`src/rtl/car_detect_pkg.sv`:
```
// Shared types for the car detector: FSM state encoding and named {A,B} sensor pairs.
package car_detect_pkg;

    typedef enum logic [2:0] {
        IDLE,
        ENT1,
        ENT2,
        ENT3,
        EXT1,
        EXT2,
        EXT3,
        ERR
    } det_state_t;

    localparam logic [1:0] AB_NONE = 2'b00;
    localparam logic [1:0] AB_A    = 2'b10;
    localparam logic [1:0] AB_B    = 2'b01;
    localparam logic [1:0] AB_BOTH = 2'b11;

endpackage

```
`src/rtl/sensor_debounce.sv`:
```
// Synchronizes an asynchronous bus and accepts a new value only after it has been
// stable for DEBOUNCE_CYCLES consecutive synchronized samples.
module sensor_debounce #(
    parameter int WIDTH           = 2,
    parameter int SYNC_STAGES     = 2,
    parameter int DEBOUNCE_CYCLES = 4
) (
    input  logic             clk,
    input  logic             reset,
    input  logic [WIDTH-1:0] din,
    output logic [WIDTH-1:0] dout
);

    localparam int CNT_W = $clog2(DEBOUNCE_CYCLES + 1);
    localparam logic [CNT_W-1:0] CNT_MAX = CNT_W'(DEBOUNCE_CYCLES);
    localparam logic [CNT_W-1:0] CNT_ONE = CNT_W'(1);

    logic [WIDTH-1:0] sync_reg [SYNC_STAGES];
    logic [WIDTH-1:0] stage_in [SYNC_STAGES];
    logic [WIDTH-1:0] sync_out;
    logic [WIDTH-1:0] last_reg;
    logic [WIDTH-1:0] deb_reg, deb_next;
    logic [CNT_W-1:0] cnt_reg, cnt_next;

    genvar gi;
    generate
        for (gi = 0; gi < SYNC_STAGES; gi++) begin : g_sync
            if (gi == 0) begin : g_first
                assign stage_in[gi] = din;
            end else begin : g_rest
                assign stage_in[gi] = sync_reg[gi-1];
            end
        end
    endgenerate

    assign sync_out = sync_reg[SYNC_STAGES-1];

    // A changed sample counts as the first of a new run; the count saturates at the threshold.
    always_comb begin
        cnt_next = cnt_reg;
        deb_next = deb_reg;
        if (sync_out != last_reg) begin
            cnt_next = CNT_ONE;
        end else if (cnt_reg < CNT_MAX) begin
            cnt_next = cnt_reg + CNT_ONE;
        end
        if (cnt_next >= CNT_MAX) begin
            deb_next = sync_out;
        end
    end

    always_ff @(posedge clk or posedge reset) begin
        if (reset) begin
            for (int i = 0; i < SYNC_STAGES; i++) begin
                sync_reg[i] <= '0;
            end
            last_reg <= '0;
            cnt_reg  <= '0;
            deb_reg  <= '0;
        end else begin
            for (int i = 0; i < SYNC_STAGES; i++) begin
                sync_reg[i] <= stage_in[i];
            end
            last_reg <= sync_out;
            cnt_reg  <= cnt_next;
            deb_reg  <= deb_next;
        end
    end

    assign dout = deb_reg;

endmodule

```
`src/rtl/car_detector.sv`:
```
// Parking-lot gate front end: debounced A/B sensor pair tracked by an FSM that
// emits one-cycle enter/exit/error pulses and an occupied level.
module car_detector
    import car_detect_pkg::*;
#(
    parameter int SYNC_STAGES     = 2,
    parameter int DEBOUNCE_CYCLES = 4
) (
    input  logic clk,
    input  logic reset,
    input  logic a,
    input  logic b,
    output logic enter,
    output logic exit,
    output logic error,
    output logic occupied
);

    logic [1:0] pair;
    det_state_t state_reg, state_next;
    logic enter_reg, enter_next;
    logic exit_reg, exit_next;
    logic error_reg, error_next;
    logic occupied_reg, occupied_next;

    sensor_debounce #(
        .WIDTH          (2),
        .SYNC_STAGES    (SYNC_STAGES),
        .DEBOUNCE_CYCLES(DEBOUNCE_CYCLES)
    ) u_debounce (
        .clk  (clk),
        .reset(reset),
        .din  ({a, b}),
        .dout (pair)
    );

    // Each non-error state has one resident pair, so reacting to the level of the
    // debounced pair is the same as reacting to its changes.
    always_comb begin
        state_next    = state_reg;
        enter_next    = 1'b0;
        exit_next     = 1'b0;
        error_next    = 1'b0;
        occupied_next = (pair != AB_NONE);
        unique case (state_reg)
            IDLE: begin
                if (pair == AB_A)         state_next = ENT1;
                else if (pair == AB_B)    state_next = EXT1;
                else if (pair == AB_BOTH) begin state_next = ERR; error_next = 1'b1; end
            end
            ENT1: begin
                if (pair == AB_BOTH)      state_next = ENT2;
                else if (pair == AB_NONE) state_next = IDLE;
                else if (pair == AB_B)    begin state_next = ERR; error_next = 1'b1; end
            end
            ENT2: begin
                if (pair == AB_B)         state_next = ENT3;
                else if (pair == AB_A)    state_next = ENT1;
                else if (pair == AB_NONE) begin state_next = ERR; error_next = 1'b1; end
            end
            ENT3: begin
                if (pair == AB_NONE)      begin state_next = IDLE; enter_next = 1'b1; end
                else if (pair == AB_BOTH) state_next = ENT2;
                else if (pair == AB_A)    begin state_next = ERR; error_next = 1'b1; end
            end
            EXT1: begin
                if (pair == AB_BOTH)      state_next = EXT2;
                else if (pair == AB_NONE) state_next = IDLE;
                else if (pair == AB_A)    begin state_next = ERR; error_next = 1'b1; end
            end
            EXT2: begin
                if (pair == AB_A)         state_next = EXT3;
                else if (pair == AB_B)    state_next = EXT1;
                else if (pair == AB_NONE) begin state_next = ERR; error_next = 1'b1; end
            end
            EXT3: begin
                if (pair == AB_NONE)      begin state_next = IDLE; exit_next = 1'b1; end
                else if (pair == AB_BOTH) state_next = EXT2;
                else if (pair == AB_B)    begin state_next = ERR; error_next = 1'b1; end
            end
            ERR: begin
                if (pair == AB_NONE)      state_next = IDLE;
            end
            default: state_next = IDLE;
        endcase
    end

    always_ff @(posedge clk or posedge reset) begin
        if (reset) begin
            state_reg    <= IDLE;
            enter_reg    <= 1'b0;
            exit_reg     <= 1'b0;
            error_reg    <= 1'b0;
            occupied_reg <= 1'b0;
        end else begin
            state_reg    <= state_next;
            enter_reg    <= enter_next;
            exit_reg     <= exit_next;
            error_reg    <= error_next;
            occupied_reg <= occupied_next;
        end
    end

    assign enter    = enter_reg;
    assign exit     = exit_reg;
    assign error    = error_reg;
    assign occupied = occupied_reg;

endmodule
```
`config.mk`:
```
export PLATFORM = sky130hd
export DESIGN_NAME = car_detector
export DESIGN_NICKNAME = d
export VERILOG_FILES = /design/src/rtl/car_detect_pkg.sv /design/src/rtl/sensor_debounce.sv /design/src/rtl/car_detector.sv
export SDC_FILE = /design/constraint.sdc
export NUM_CORES = 1
export LEC_CHECK = 0
export ABC_AREA = 1
export CORE_MARGIN = 3
export CORE_UTILIZATION = 40
export DETAILED_ROUTE_END_ITERATION = 10
export PLACE_DENSITY = 0.54
export REMOVE_ABC_BUFFERS = 1
export SETUP_SLACK_MARGIN = 0.15
export SYNTH_ARGS = -nofsm -noshare
export SYNTH_HDL_FRONTEND = slang
export SYNTH_SLANG_ARGS = --single-unit
```
`constraint.sdc`:
```
create_clock -name clk -period 3.5 [get_ports clk]
set_clock_uncertainty 0.15 [all_clocks]
set_input_delay 0.7 -clock clk [delete_from_list [all_inputs] [get_ports clk]]
set_output_delay 0.7 -clock clk [all_outputs]
set_load 0.02 [all_outputs]
```
Word level (Yosys, flattened, before mapping). Index checks and enable logic that the tools add are counted.

Output and inout bits: 4. Memories: 0. Bits of input ports: 4. Bits in read-only memories: 0. Register bits: 18. RAM bits: 0. Latch bits: 0. Word-level logic and storage cells: 73.

Multipliers: 0. Multiplexer cells: 43. Shift-type cells: 0. Divide/modulo/power cells: 0. Reduce and logical (&&, ||, !) cells: 4. Eq/ne operators: 13. Order comparisons: 2. Add/subtract/negate cells: 1. Bitwise gates (word level): 0.

Operators by type and width (count): 3-bit two-way mux (21); 3-bit case mux with 8 select lines (1); 1-bit two-way mux (20); 3-bit equality test (second input constant) (4); 1-bit case mux with 7 select lines (1); 3-bit by 2-bit equality test with 1-bit output (second input constant) (2); 2-bit equality test (second input constant) (2); 4-bit inequality test (second input constant) (1); 3-bit by 1-bit adder with 3-bit output (second input constant) (1); 3-bit by 1-bit equality test with 1-bit output (second input constant) (1); 3-bit >= comparator (second input constant) (1); 3-bit zero test (1); 3-bit less-than comparator (second input constant) (1); 2-bit by 1-bit equality test with 1-bit output (second input constant) (1); 2-bit zero test (1); 2-bit inequality test (1); 2-bit inequality test (second input constant) (1); 2-bit AND reduction (1); 2-bit nonzero test (1).

Depth between registers and ports, before layout.
Depth in word-level cells: 5. Gate-level depth with buffers: 11. Mapped depth without buffers: 10.

By module. From an unflattened synthesis, not the netlist that was laid out.

Cell total of the unflattened synthesis: 167. Area, all modules: 1216.2 um^2.

By module, submodules not included: car_detector (cells an instance 127, area an instance 794.5 um^2, instances 1); sensor_debounce (cells an instance 40, area an instance 421.7 um^2, instances 1).

Worst setup path after synthesis. OpenSTA, ideal clock, no wires.

Kind: flip-flop to flip-flop. From: register u_debounce.deb_reg[0] (netlist: u_debounce.dout[0]). To: register state_reg[2]. Period minus slack after synthesis: 1703 ps. Path slack: 1797 ps. Library setup time: 113 ps. Required time: 3237 ps. Arrival time: 1440 ps. Cell stages (with the launch flop): 11. Path through: dfrtp_1 buf_4 inv_1 ha_1 clkinv_1 nand4_1 o21ai_1 inv_1 nand3_1 nand2_1 inv_1.

Word-level cells in the longest chain between the ends: 5. Elaborated cells on any way between the ends: 25.

Ends and longest elaborated chain: from (decl) (RTL line sensor_debounce.sv:22) `logic [WIDTH-1:0] deb_reg, deb_next;`; from (signal assigned) (RTL line sensor_debounce.sv:66) `deb_reg <= deb_next;`; 2-bit by 1-bit equality test with 1-bit output (tied with other cells); 3-bit two-way mux; 3-bit two-way mux (tied with other cells) (RTL line car_detector.sv:78) `else if (pair == AB_BOTH) state_next = EXT2;`; 3-bit two-way mux (tied with other cells) (RTL line car_detector.sv:77) `if (pair == AB_NONE) begin state_next = IDLE; exit_next = 1'b1; end`; 3-bit case mux with 8 select lines (RTL line car_detector.sv:45) `unique case (state_reg)`; to (signal assigned) (RTL line car_detector.sv:96) `state_reg <= state_next;`; to (decl) (RTL line car_detector.sv:20) `det_state_t state_reg, state_next;`.

Several ways; a longest one is shown, not always the timed one. A chain may end at the register's enable or synchronous reset.

Worst setup path after layout.
From: register error_reg (netlist: error). To: output error.

RTL lines: from (decl) (RTL line car_detector.sv:23) `logic error_reg, error_next;`; from (signal assigned) (RTL line car_detector.sv:99) `error_reg <= error_next;`; to (decl) (RTL line car_detector.sv:15) `output logic error,`.

No word-level cell between the ends.

==> metrics.csv <==
stage;metric;value;unit
outcome;outcome;finished, final reports clean;
setup_path;critical_path_class;flop to output port;
floorplan;io_pins;8;
clocking;cts_sinks;18;
final_layout;layout-drive-gt1-share;0.0592;
detailed_routing;ant_nets;0;
clocking;root_buffer;clkbuf_4;
synthesis;avgSynthCellArea;7.63;um^2
hold_path;hold_path.class;flop to flop;
final_layout;syn_to_final_growth;9.16;%
synthesis;synth.top_cell.area_share;0.407;
timing;hold_viol;0;
global_route;grt_pass1_vias;854;
final_layout;diodes;0;
setup_path;crit_path_max_fanout;1;
setup_path;path_cells;clkdlybuf4s50_1;
detailed_routing;vias;955;
final_layout;final_common_cell;nand2_1;
floorplan;coreArea;2540;um^2
global_route;grt_max_degree;19;
power_and_ir_drop;power.density;830;nW/um^2
detailed_routing;firstDrtPassIters;4;
timing;max_freq;482;MHz
floorplan;dieArea;3430;um^2
synthesis;synthesis.instances;145;
global_route;globalRouteTotalUtil;0.142;
timing;grt_setup_unrepaired;no;
timing;tightest_slew;0.641;ns
floorplan;std_cell_rows;18;
synthesis;ys_seq_area_frac;0.407;
synthesis;synth_area;1110;um^2
floorplan;start_util;0.435;
floorplan;die_x;58.6;um
power_and_ir_drop;power;1.00;mW
clocking;holdBufCountCts;0;
power_and_ir_drop;vdd_drop_max;0.434;mV
synthesis;synth_warnings;0;
timing;period_needed;2.07;ns
detailed_routing;drc;0;
clocking;post_cts_buffers;0;
setup_path;cp-start-kind;flop;
global_route;grt_pass1_wl;3.78;mm
detailed_routing;wl_per_cell;12.0;um
setup_path;path_buf_inv;1;
floorplan;die_y;58.6;um
timing;fin_setup_tns;0;ns
setup_path;slowest_stage;clkdlybuf4s50_1;
final_layout;nets;167;
clocking;htreeDepth;1;
setup_path;slowest_delay;0.60;ns
timing;slew_viol_final;0;
power_and_ir_drop;leakagePower;0.612;nW
detailed_routing;finalWirelength;2.19;mm
synthesis;synth_cell_types;23;
clocking;cts-resized-gates;0;
setup_path;crit_arrival;1.22;ns
synthesis;ys_seq_elements;18;
global_route;grt_antenna_before_repair;0;
clocking;clock_latency;0.28;ns
clocking;cts_made_buffers;3;
timing;fin_crit_sh;0.592;
synthesis;yosys-top-cells-area;dfrtp_1 (41%), nand2_1 (12%), ha_1 (10%), nor2_1 (8.5%), nand3_1 (5.9%);
clocking;clk_path_buf_depth;2;
timing;setup_violations;0;
setup_path;critPathTopFamily;buffers and inverters;
setup_path;endpoint_kind;output port;
place;portBuffers;7;
final_layout;final_cell_mix;nand2_1 (36), nor2_1 (25), dfrtp_1 (18);
global_route;gr-total-overflow;0;
synthesis;netlist.top_cell.by_area;dfrtp_1;
place;gp_congestion;0.952;
detailed_routing;drt-initial-drc-count;69;
timing;relSlewSlack;0.572;
setup_path;required;2.65;ns
job;drv_cap;0;
clocking;clk_pin_slew;0.09;ns
clocking;cts_tree;done;
detailed_routing;vias_per_cell;5.25;
place;hpwl;1.64;mm
final cells by class:
type,instances,area [um^2]
Clock buffer,3,22.5
Fill cell,257,1340
Inverter,16,61.3
Multi-Input combinational cell,108,566
Sequential cell,18,450
Tap cell,30,37.5
Timing Repair Buffer,7,70.1
worst paths after layout:
| path | start | to | cells after the start | slack (ns) |
|---|---|---|---|---|
| min reg2reg | u_debounce.stage_in[0] | u_debounce.sync_out[0] | 0 | 0.20 |
| max reg2reg | u_debounce.dout[0] | state_reg[1] | 10 | 1.57 |
| min | u_debounce.stage_in[0] | u_debounce.sync_out[0] | 0 | 0.20 |
| max | error | error | 1 | 1.43 |
| min in group asynchronous | reset | u_debounce.cnt_reg[1] | 2 | 0.66 |
| max in group asynchronous | reset | error | 2 | 2.14 |
metrics by stage:
| step | utilization | hold WS [ns] | std cells | setup WS (ns) | cell area, um^2 |
|---|---|---|---|---|---|
| floorplan | - | 0.181 | 142 | 1.85 | 1080 |
| global placement | 0.466 | 0.183 | 179 | 1.60 | 1180 |
| finish | 0.474 | 0.204 | 182 | 1.43 | 1210 |
| CTS | 0.474 | 0.206 | 182 | 1.41 | 1210 |
| global route | 0.474 | 0.225 | 182 | 1.37 | 1210 |
| detailed placement | 0.466 | 0.185 | 179 | 1.62 | 1180 |
report_power, final:
part	leakage [nW]	internal (mW)	total [mW]	switching [mW]
registers	0.221	0.260	0.353	0.0930
logic	0.377	0.197	0.555	0.359
clock network	0.0138	0.0399	0.0936	0.0537
total	0.612	0.496	1.00	0.505
layer usage:
| layer | global-route usage | share of wire |
|---|---|---|
| met5 | 0 | 0 |
| met4 | 0.0518 | 0.016 |
| met3 | 0.0417 | 0.092 |
| met2 | 0.204 | 0.42 |
| met1 | 0.201 | 0.48 |
cells in the mapped netlist:
library cell	count
a21oi_1	2
and2_1	1
buf_4	2
clkbuf_8	1
clkinv_1	1
clkinv_2	1
dfrtp_1	18
ha_1	9
inv_1	12
inv_2	2
mux2i_1	1
nand2_1	36
nand2_2	1
nand3_1	13
nand4_1	6
nor2_1	25
nor2_2	1
nor2_4	1
nor3_1	2
o21ai_0	6
o21ai_1	1
xnor2_1	2
xor2_1	1
kinds of logic after synthesis:
group,share of synthesized area
buf+inv,0.0814
simple gates,0.336
xor+xnor,0.0238
mux,0.00905
flops,0.407
fa+ha+maj,0.102
compound gates,0.0407
Note: power is estimated with default switching activity, not from simulation.
